File: config.mk
export PLATFORM = sky130hd
export DESIGN_NAME = fetch_unit_flat
export DESIGN_NICKNAME = d
export VERILOG_FILES = /design/src/rtl/rv32i_types.sv /design/src/rtl/fetch_unit_if.sv /design/src/rtl/fetch_pc_reg.sv /design/src/rtl/fetch_unit.sv /design/src/flat_wrapper.sv
export SDC_FILE = /design/constraint.sdc
export NUM_CORES = 1
export LEC_CHECK = 0
export ABC_AREA = 0
export BUFFER_PORTS_ARGS = -buffer_cell sky130_fd_sc_hd__buf_2
export CAP_MARGIN = 5
export CORE_UTILIZATION = 33
export DETAILED_ROUTE_END_ITERATION = 10
export HOLD_SLACK_MARGIN = 0.03
export PLACE_DENSITY = 0.56
export SKIP_CTS_REPAIR_TIMING = 1
export SLEW_MARGIN = 0
export SYNTH_ARGS = -nofsm -noshare
export SYNTH_HDL_FRONTEND = slang
export SYNTH_SLANG_ARGS = --single-unit
File: constraint.sdc
create_clock -name clk -period 4.3 [get_ports clk]
set_clock_uncertainty 0.1 [all_clocks]
set_input_delay 1.075 -clock clk [delete_from_list [all_inputs] [get_ports clk]]
set_output_delay 1.075 -clock clk [all_outputs]
set_load 0.02 [all_outputs]
File: src/rtl/rv32i_types.sv
// Shared RV32I datapath types: fetch-stage FSM state and timeout counter width.
package rv32i_types;

  typedef enum logic [1:0] {
    FETCH_IDLE,
    FETCH_REQ,
    FETCH_DONE
  } fetch_state_t;

  localparam int unsigned FETCH_TIMEOUT_W = 8;

endpackage

File: src/rtl/fetch_unit_if.sv
// Instruction-memory read bus between the fetch stage (master) and memory (slave).
interface fetch_unit_if;

  logic        mem_read;
  logic [31:0] mem_address;
  logic [3:0]  mem_byte_enable;
  logic [31:0] mem_rdata;
  logic        mem_resp;

  modport master (
    output mem_read, mem_address, mem_byte_enable,
    input  mem_rdata, mem_resp
  );

  modport slave (
    input  mem_read, mem_address, mem_byte_enable,
    output mem_rdata, mem_resp
  );

endinterface

File: src/rtl/fetch_pc_reg.sv
// Program counter register: async reset to RESET_PC, load has priority over +4 increment.
module fetch_pc_reg #(
  parameter logic [31:0] RESET_PC = 32'h0000_0060
) (
  input  logic        clk,
  input  logic        rst_n,
  input  logic        load_i,
  input  logic [31:0] load_pc_i,
  input  logic        inc_i,
  output logic [31:0] pc_o
);

  logic [31:0] pc_q, pc_d;

  // Next PC: explicit load (redirect) beats sequential increment; +4 wraps mod 2^32.
  always_comb begin
    pc_d = pc_q;
    if (load_i)     pc_d = load_pc_i;
    else if (inc_i) pc_d = pc_q + 32'd4;
  end

  // PC state register.
  always_ff @(posedge clk or negedge rst_n) begin
    if (!rst_n) pc_q <= RESET_PC;
    else        pc_q <= pc_d;
  end

  assign pc_o = pc_q;

endmodule

File: src/rtl/fetch_unit.sv
// Instruction-fetch stage: owns the PC, runs the imem read handshake, strobes the IR.
// Optional build macro FETCH_MISALIGN_CHECK_EN: reject fetches from a non-word-aligned PC.
module fetch_unit
  import rv32i_types::*;
#(
  parameter logic [31:0] RESET_PC       = 32'h0000_0060,
  parameter int unsigned TIMEOUT_CYCLES = 255
) (
  input  logic               clk,
  input  logic               rst_n,
  input  logic               fetch_req,
  input  logic               redirect_valid,
  input  logic [31:0]        redirect_pc,
  fetch_unit_if.master       mem,
  output logic               ir_load,
  output logic [31:0]        ir_data,
  output logic [31:0]        pc_out,
  output logic               busy,
  output logic               fetch_err
);

  // Counter value on the last REQ cycle before timeout; the bus sees TIMEOUT_CYCLES cycles of mem_read.
  localparam logic [FETCH_TIMEOUT_W-1:0] TO_LAST = FETCH_TIMEOUT_W'(TIMEOUT_CYCLES - 1);

  fetch_state_t               state_q, state_d;
  logic [FETCH_TIMEOUT_W-1:0] cnt_q, cnt_d;
  logic                       pend_q, pend_d;
  logic [31:0]                pend_pc_q, pend_pc_d;
  logic                       ir_load_q, ir_load_d;
  logic [31:0]                ir_data_q, ir_data_d;
  logic [31:0]                pc_out_q, pc_out_d;
  logic                       fetch_err_q, fetch_err_d;

  logic        pc_load, pc_inc;
  logic [31:0] pc_load_val, pc;
  logic        redir_any;
  logic [31:0] redir_tgt;

  fetch_pc_reg #(.RESET_PC(RESET_PC)) u_pc (
    .clk       (clk),
    .rst_n     (rst_n),
    .load_i    (pc_load),
    .load_pc_i (pc_load_val),
    .inc_i     (pc_inc),
    .pc_o      (pc)
  );

  // A redirect arriving on the same cycle as the response counts as pending; newest target wins.
  assign redir_any = pend_q | redirect_valid;
  assign redir_tgt = redirect_valid ? redirect_pc : pend_pc_q;

  // FSM next-state, counter, pending redirect and IR/PC control.
  always_comb begin
    state_d     = state_q;
    cnt_d       = cnt_q;
    pend_d      = pend_q;
    pend_pc_d   = pend_pc_q;
    ir_load_d   = 1'b0;
    ir_data_d   = ir_data_q;
    pc_out_d    = pc_out_q;
    fetch_err_d = 1'b0;
    pc_load     = 1'b0;
    pc_load_val = redirect_pc;
    pc_inc      = 1'b0;
    unique case (state_q)
      FETCH_IDLE: begin
        pend_d = 1'b0;
        cnt_d  = '0;
        if (redirect_valid) begin
          pc_load = 1'b1;
        end else if (fetch_req) begin
`ifdef FETCH_MISALIGN_CHECK_EN
          if (pc[1:0] != 2'b00) fetch_err_d = 1'b1;
          else                  state_d     = FETCH_REQ;
`else
          state_d = FETCH_REQ;
`endif
        end
      end
      FETCH_REQ: begin
        cnt_d = cnt_q + 1'b1;
        if (redirect_valid) begin
          pend_d    = 1'b1;
          pend_pc_d = redirect_pc;
        end
        if (mem.mem_resp) begin
          pend_d = 1'b0;
          if (redir_any) begin
            pc_load     = 1'b1;
            pc_load_val = redir_tgt;
            state_d     = FETCH_IDLE;
          end else begin
            ir_load_d = 1'b1;
            ir_data_d = mem.mem_rdata;
            pc_out_d  = pc;
            pc_inc    = 1'b1;
            state_d   = FETCH_DONE;
          end
        end else if (cnt_q == TO_LAST) begin
          // Timeout leaves pc alone unless control asked for a redirect meanwhile.
          fetch_err_d = 1'b1;
          pend_d      = 1'b0;
          pc_load     = redir_any;
          pc_load_val = redir_tgt;
          state_d     = FETCH_IDLE;
        end
      end
      FETCH_DONE: begin
        state_d = FETCH_IDLE;
        pc_load = redirect_valid;
      end
      default: state_d = FETCH_IDLE;
    endcase
  end

  // State and output registers; reset aborts any outstanding request.
  always_ff @(posedge clk or negedge rst_n) begin
    if (!rst_n) begin
      state_q     <= FETCH_IDLE;
      cnt_q       <= '0;
      pend_q      <= 1'b0;
      pend_pc_q   <= '0;
      ir_load_q   <= 1'b0;
      ir_data_q   <= '0;
      pc_out_q    <= RESET_PC;
      fetch_err_q <= 1'b0;
    end else begin
      state_q     <= state_d;
      cnt_q       <= cnt_d;
      pend_q      <= pend_d;
      pend_pc_q   <= pend_pc_d;
      ir_load_q   <= ir_load_d;
      ir_data_q   <= ir_data_d;
      pc_out_q    <= pc_out_d;
      fetch_err_q <= fetch_err_d;
    end
  end

  assign mem.mem_read        = (state_q == FETCH_REQ);
  assign mem.mem_address     = pc;
  assign mem.mem_byte_enable = 4'b1111;
  assign ir_load             = ir_load_q;
  assign ir_data             = ir_data_q;
  assign pc_out              = pc_out_q;
  assign busy                = (state_q != FETCH_IDLE);
  assign fetch_err           = fetch_err_q;

endmodule
File: src/flat_wrapper.sv
// flat-port wrapper written by rule: the top's interface ports become plain ports
module fetch_unit_flat import rv32i_types::*;
#(
  parameter logic [31:0] RESET_PC       = 32'h0000_0060,
  parameter int unsigned TIMEOUT_CYCLES = 255
)
  (clk, rst_n, fetch_req, redirect_valid, redirect_pc, ir_load, ir_data, pc_out, busy, fetch_err, mem_mem_read, mem_mem_address, mem_mem_byte_enable, mem_mem_rdata, mem_mem_resp);
  fetch_unit_if mem_i ();
  input  logic clk;
  input  logic rst_n;
  input  logic fetch_req;
  input  logic redirect_valid;
  input  logic [31:0] redirect_pc;
  output logic ir_load;
  output logic [31:0] ir_data;
  output logic [31:0] pc_out;
  output logic busy;
  output logic fetch_err;
  output wire logic [$bits(mem_i.mem_read)-1:0] mem_mem_read;
  output wire logic [$bits(mem_i.mem_address)-1:0] mem_mem_address;
  output wire logic [$bits(mem_i.mem_byte_enable)-1:0] mem_mem_byte_enable;
  input wire logic [$bits(mem_i.mem_rdata)-1:0] mem_mem_rdata;
  input wire logic [$bits(mem_i.mem_resp)-1:0] mem_mem_resp;
  assign mem_mem_read = mem_i.mem_read;
  assign mem_mem_address = mem_i.mem_address;
  assign mem_mem_byte_enable = mem_i.mem_byte_enable;
  assign mem_i.mem_rdata = mem_mem_rdata;
  assign mem_i.mem_resp = mem_mem_resp;
  fetch_unit #(.RESET_PC(RESET_PC), .TIMEOUT_CYCLES(TIMEOUT_CYCLES)) u_core (.clk(clk), .rst_n(rst_n), .fetch_req(fetch_req), .redirect_valid(redirect_valid), .redirect_pc(redirect_pc), .mem(mem_i), .ir_load(ir_load), .ir_data(ir_data), .pc_out(pc_out), .busy(busy), .fetch_err(fetch_err));
endmodule
==> impl_metrics.tcl, run 1 <==
set metrics [dict create \
    via_per_inst 4.87 \
    final_area_mm2 0.00815 \
    cp-start-kind "input port" \
    path_max_fanout 30 \
    ctsHtreeMaxLevel 4 \
    grt_pass1_wl_um 28200 \
    crit_required_ps 4470 \
    clk_latency_ps 420 \
    final_layout_size_suffix_gt1_share_pct 31.7 \
    leakage_nw 4.15 \
    area_growth_pct 26.9 \
    gp_congestion 0.770 \
    min_path_cells 2 \
    wl_per_cell_um 16.2 \
    path_clk_slew_ps 60 \
    status "finished, final reports clean" \
    wl_um 17700 \
    ys_seq_area_share_pct 55.0 \
    timing.final.crit_share_pct 69.6 \
    power.density_mw_per_mm2 601 \
    first_pass_iters 4 \
    vdd_drop_max_mv 0.257 \
    synth-adder-area-share_pct 0.584 \
    tritoncts "yes" \
    setup_ws_ps 1310 \
    async_flop_share_pct 100 \
    cts_buffer_depth 2 \
    synthXorXnorAreaFrac_pct 1.77 \
    numCtsBuffers 17 \
    yosysWarningCount 0 \
    vias 5309 \
    fin_util_pct 43.1 \
    synth_mux_area_share_pct 8.30 \
    placed_cell_area_mm2 0.00752 \
    port_buffers 168 \
    pin_count 173 \
    drt_drc_violations_left 0 \
    yosys_register_bits 141 \
    syn_avg_cell_area_um2 9.84 \
    ys.flop_type "dfrtp_1" \
    hold_path_class "register to register" \
    dp_slack_ps 874 \
    r2r_cells 6 \
    final-setup-viol-count 0 \
    cts.sinks 141 \
    period_needed_ps 2990 \
    post-place-cells 1057 \
    synth_top_family_by_area "simple AND/OR/NAND/NOR gates" \
    criticalPathCategory "input port to register" \
    tns_ps 0 \
    dpl.hpwl_um 12000 \
    tightest_slew_ps 900 \
    holdWs_ps 363 \
    dr.first_iter.drc_count 360 \
    root_buffer "clkbuf_16" \
    cp_slowest_cell "nor3b_2" \
    postRouteAntennaNets 0 \
    die-area_mm2 0.0200 \
    clock.fmax_ghz 0.334 \
    hold_viol 0 \
    fin_total_pwr_mw 4.90 \
    relSlewSlack_pct 39.9 \
    rsz0062_at_grt "no" \
    grt_pass1_vias 5186 \
    overflow 0 \
    antenna_found_initial 2 \
    cap_violations 0 \
    slowest_delay_ps 470 \
    start_util_pct 34.0 \
    dieHeight_um 142 \
    grt_use_total_pct 18.5 \
    die_w_um 142 \
    synthCells 653 \
    finalNetCount 888 \
    core_mm2 0.0189 \
    path_cells "buf_2 > nor3b_2 > nand2_4 > inv_2 > nand2_1 > o41ai_1 > a221oi_1" \
    layout.cells.non_filler 1090 \
    drv_slew 0 \
    grt_max_degree 85 \
    num_rows 50 \
    crit_path_end_kind "register" \
    synth_cell_type_count 60 \
    synth-simple-area-share_pct 21.5 \
    synthesis.area_mm2 0.00642 \
    synth-compound-area-share_pct 9.37 \
    cp.arrival_ps 3160 \
    synth-edff-count 0 \
]
## placed cells by master (no fill, tap or decap), drive strengths merged, types with 3 or more instances in the layout
cell    netlist  layout
or4           3       3
dfstp         4       4
o21ai        15      15
buf          17     179
a211o         3       3
bufinv        0       4
xnor2         5       5
o211ai        7       7
nor3          5       5
a21oi        22      22
ha            3       3
dfrtp       137     137
nand2       219     219
mux2i        15      15
conb          1       4
nand2b        3       3
or3           4       4
clkinv        0       6
and2          7       7
a22oi        12      12
xor2          8       8
o221ai        6       6
and3          9       9
and4          4       4
mux2         34      34
nand4        11      11
nand3        16      16
nor4          6       6
clkbuf       20      19
nor2         15      15
inv          10      13
a221oi        4       4
## state kept, by name, summed over array words and instances (netlist names)
name              flops
u_core.pc_out        32
u_core.pend_pc_q     32
u_core.cnt_q          8
u_core.u_pc.pc_o     32
u_core.pend_q         1
u_core.ir_data       32
u_core.ir_load        1
u_core.fetch_err      1
u_core.state_q        2
## layout make-up
class | instances | area, µm²
Fill cell | 1913 | 10700
Clock inverter | 13 | 188
Timing Repair Buffer | 179 | 930
Multi-Input combinational cell | 467 | 2690
Inverter | 10 | 37.5
Tap cell | 260 | 325
Sequential cell | 141 | 3530
Antenna cell | 1 | 2.50
Clock buffer | 19 | 443
## path summary, 6_finish.rpt
check / slack [ps] / end / start
hold / removal: 360 / u_core.pc_out[6] / u_core.pc_out[6]
setup / recovery: 1310 / u_core.u_pc.pc_o[28] / redirect_valid
min in group asynchronous: 610 / u_core.u_pc.pc_o[26] / rst_n
hold reg to reg: 360 / u_core.pc_out[6] / u_core.pc_out[6]
setup reg to reg: 1530 / u_core.u_pc.pc_o[28] / u_core.state_q[1]
max in group asynchronous: 2680 / u_core.ir_data[7] / rst_n
## synthesized netlist by cell type, drive strengths merged, types with 9 or more instances
master / count / area, µm²
nand2: 219 / 825
mux2: 34 / 383
dfrtp: 137 / 3430
o21ai: 15 / 75.1
and3: 9 / 60.1
a22oi: 12 / 90.1
nand3: 16 / 80.1
mux2i: 15 / 150
buf: 17 / 90.1
nor2: 15 / 56.3
clkbuf: 20 / 76.3
inv: 10 / 37.5
nand4: 11 / 68.8
a21oi: 22 / 110
## kinds of logic after synthesis
logic type / after synthesis
simple gates: 310
flops: 141
compound gates: 88
mux: 49
buf+inv: 48
xor+xnor: 13
fa+ha+maj: 3
other cells: 1
## report_power, final
part | internal (mW) | switching, mW | total, mW
logic | 0.490 | 0.818 | 1.31
registers | 1.73 | 0.283 | 2.02
clock network | 0.991 | 0.585 | 1.58
## routing by layer
metal  up-vias  GRT usage (%)  routed length, µm
met3        24           5.23               1220
met4         4           6.68                314
met2       176           29.7               8040
met1      2539           23.8               8070
li1       2566              -                  -
met5         -              0                 27
## worst max-delay path: cells and delay by family
kind                   cells  cell delay [ps]
buffers and inverters      2              610
and+or+nand+nor            3             1000
AOI/OAI and AO/OA          2              460
No activity file was read; power rests on OpenSTA's default activity.
==> run 2: changes to the inputs <==
--- a/config.mk
+++ b/config.mk
@@ -5,13 +5,13 @@
 export SDC_FILE = /design/constraint.sdc
 export NUM_CORES = 1
 export LEC_CHECK = 0
-export ABC_AREA = 0
+export ABC_AREA = 1
 export BUFFER_PORTS_ARGS = -buffer_cell sky130_fd_sc_hd__buf_2
 export CAP_MARGIN = 5
 export CORE_UTILIZATION = 33
 export DETAILED_ROUTE_END_ITERATION = 10
 export HOLD_SLACK_MARGIN = 0.03
-export PLACE_DENSITY = 0.56
+export PLACE_DENSITY = 0.58
 export SKIP_CTS_REPAIR_TIMING = 1
 export SLEW_MARGIN = 0
 export SYNTH_ARGS = -nofsm -noshare
==> constraint.sdc (replaced) <==
create_clock -name clk -period 2.6 [get_ports clk]
set_clock_uncertainty 0.1 [all_clocks]
set_input_delay 0.65 -clock clk [delete_from_list [all_inputs] [get_ports clk]]
set_output_delay 0.65 -clock clk [all_outputs]
set_load 0.02 [all_outputs]
==> impl_metrics.tcl, run 2 <==
set metrics [dict create \
    ctsHtreeMaxLevel 4 \
    synth-edff-count 0 \
    rsz0062_at_grt "no" \
    status "finished, final reports clean" \
    die_w_um 149 \
    antenna_found_initial 2 \
    period_needed_ps 2390 \
    num_rows 53 \
    leakage_nw 4.58 \
    dr.first_iter.drc_count 592 \
    wl_per_cell_um 15.2 \
    cts.sinks 141 \
    overflow 0 \
    placed_cell_area_mm2 0.00831 \
    synth_common_cells "nand2_1, dfrtp_1, o21ai_0" \
    numCtsBuffers 17 \
    power.density_mw_per_mm2 973 \
    hold_viol 0 \
    ys_seq_area_share_pct 49.5 \
    wl_met3_um 1530 \
    start_util_pct 33.9 \
    yosysWarningCount 0 \
    fin_total_pwr_mw 8.63 \
    tritoncts "yes" \
    vias 6751 \
    core_mm2 0.0211 \
    fin_util_pct 42.1 \
    wl_met1_um 10300 \
    postRouteAntennaNets 0 \
    highest_layer "met5" \
    grt_use_total_pct 19.8 \
    cts_buffer_depth 2 \
    hold_path_class "input port to asynchronous set/reset pin" \
    root_buffer "clkbuf_16" \
    grt_max_degree 94 \
    path_max_fanout 26 \
    tns_ps 0 \
    post-place-cells 1374 \
    dpl.hpwl_um 15200 \
    via_per_inst 4.80 \
    layout_commonest_cell "nand2_1" \
    yosysTopAreaCell "dfrtp_1" \
    criticalPathCategory "register to output pin" \
    path_clk_slew_ps 70 \
    wl_um 21400 \
    vdd_drop_max_mv 0.488 \
    final-setup-viol-count 0 \
    grt_pass1_wl_um 33600 \
    crit_required_ps 1850 \
    syn_avg_cell_area_um2 7.50 \
    yosysMostFrequentCell "nand2_1" \
    gp_congestion 0.881 \
    cp.arrival_ps 1640 \
    pin_count 173 \
    final_layout_size_suffix_gt1_share_pct 21.4 \
    drv_slew 0 \
    cp-start-kind "register" \
    timing.final.crit_share_pct 92.1 \
    synthesis.area_mm2 0.00714 \
    setup_ws_ps 205 \
    synth_cell_type_count 36 \
    dp_slack_ps 448 \
    diodes 0 \
    drt_drc_violations_left 0 \
    layout.cells.non_filler 1406 \
    die-area_mm2 0.0222 \
    yosys_register_bits 141 \
    final_area_mm2 0.00887 \
    first_pass_iters 6 \
    synthCells 952 \
    synthDominantCellAreaShare_pct 48.0 \
    area_growth_pct 24.3 \
    dieHeight_um 149 \
    wl_met2_um 9120 \
    finalNetCount 1190 \
    crit_path_end_kind "output pin" \
    r2r_cells 11 \
    cap_violations 0 \
    most-common-layout-cells "nand2_1, buf_2, dfrtp_1, o21ai_0, inv_1" \
    clk_latency_ps 440 \
    port_buffers 168 \
    n_fill_cell 2181 \
    holdWs_ps 36.2 \
    ys.flop_type "dfrtp_1" \
    clock.fmax_ghz 0.418 \
    async_flop_share_pct 100 \
    grt_pass1_vias 6264 \
    synth_area_leaders "dfrtp_1, nand2_1, o21ai_0" \
]
-- run 2: cell count changes after synthesis, sizes merged, moves of 34 or more --
cell	change
mux2	-34
nor2	+56
nand3	+35
inv	+65
nand2	+160
o21ai	+81
-- run 2: cell families (layout without fill, tap and decap cells) --
logic type | Yosys count | after routing | synth area share [%]
adder cells (fa/ha/maj) | 3 | 3 | 0.526
AO/OA/AOI/OAI | 166 | 166 | 13.0
other | 1 | 4 | 0.0525
AND/OR/NAND/NOR | 516 | 516 | 29.0
flip-flops | 141 | 141 | 49.5
buffers and inverters | 120 | 296 | 7.31
XOR/XNOR | 5 | 5 | 0.613
-- run 2: path summary, 6_finish.rpt --
check | startpoint | endpoint | slack, ps
min | rst_n | u_core.ir_data[11] | 40
max | u_core.state_q[1] | mem_mem_read | 210
min in group clk | mem_mem_rdata[20] | u_core.ir_data[20] | 310
max reg2reg | u_core.cnt_q[0] | u_core.u_pc.pc_o[13] | 410
max in group asynchronous | rst_n | u_core.pc_out[5] | 1630
min reg2reg | u_core.ir_data[7] | u_core.ir_data[7] | 370
-- run 2: layout make-up --
class                   instances  area (µm²)  share of cell area, %
well taps                     275         344                   3.88
multi-input cells             694        3100                   34.9
repair buffers                189        1050                   11.9
inverters                      75         284                   3.20
flip-flops and latches        141        3530                   39.8
clock inverters                14         119                   1.34
clock buffers                  18         439                   4.95
-- run 2: power breakdown --
group | leakage [nW] | switching [mW] | internal (mW)
registers | 1.75 | 0.497 | 2.92
logic | 2.57 | 1.94 | 0.936
clock network | 0.265 | 1.07 | 1.27
-- run 2: per-layer routing --
layer,GRT usage [%],up-vias
li1,-,3369
met1,27.9,3125
met2,29.7,219
met3,5.14,36
met4,6.28,2
met5,0,-
-- run 2: worst max-delay path, cell delays in order, from the launching register on --
cell     delay, ps
dfrtp_1        440
inv_2          140
nand2_4        150
inv_4          250
buf_2          220
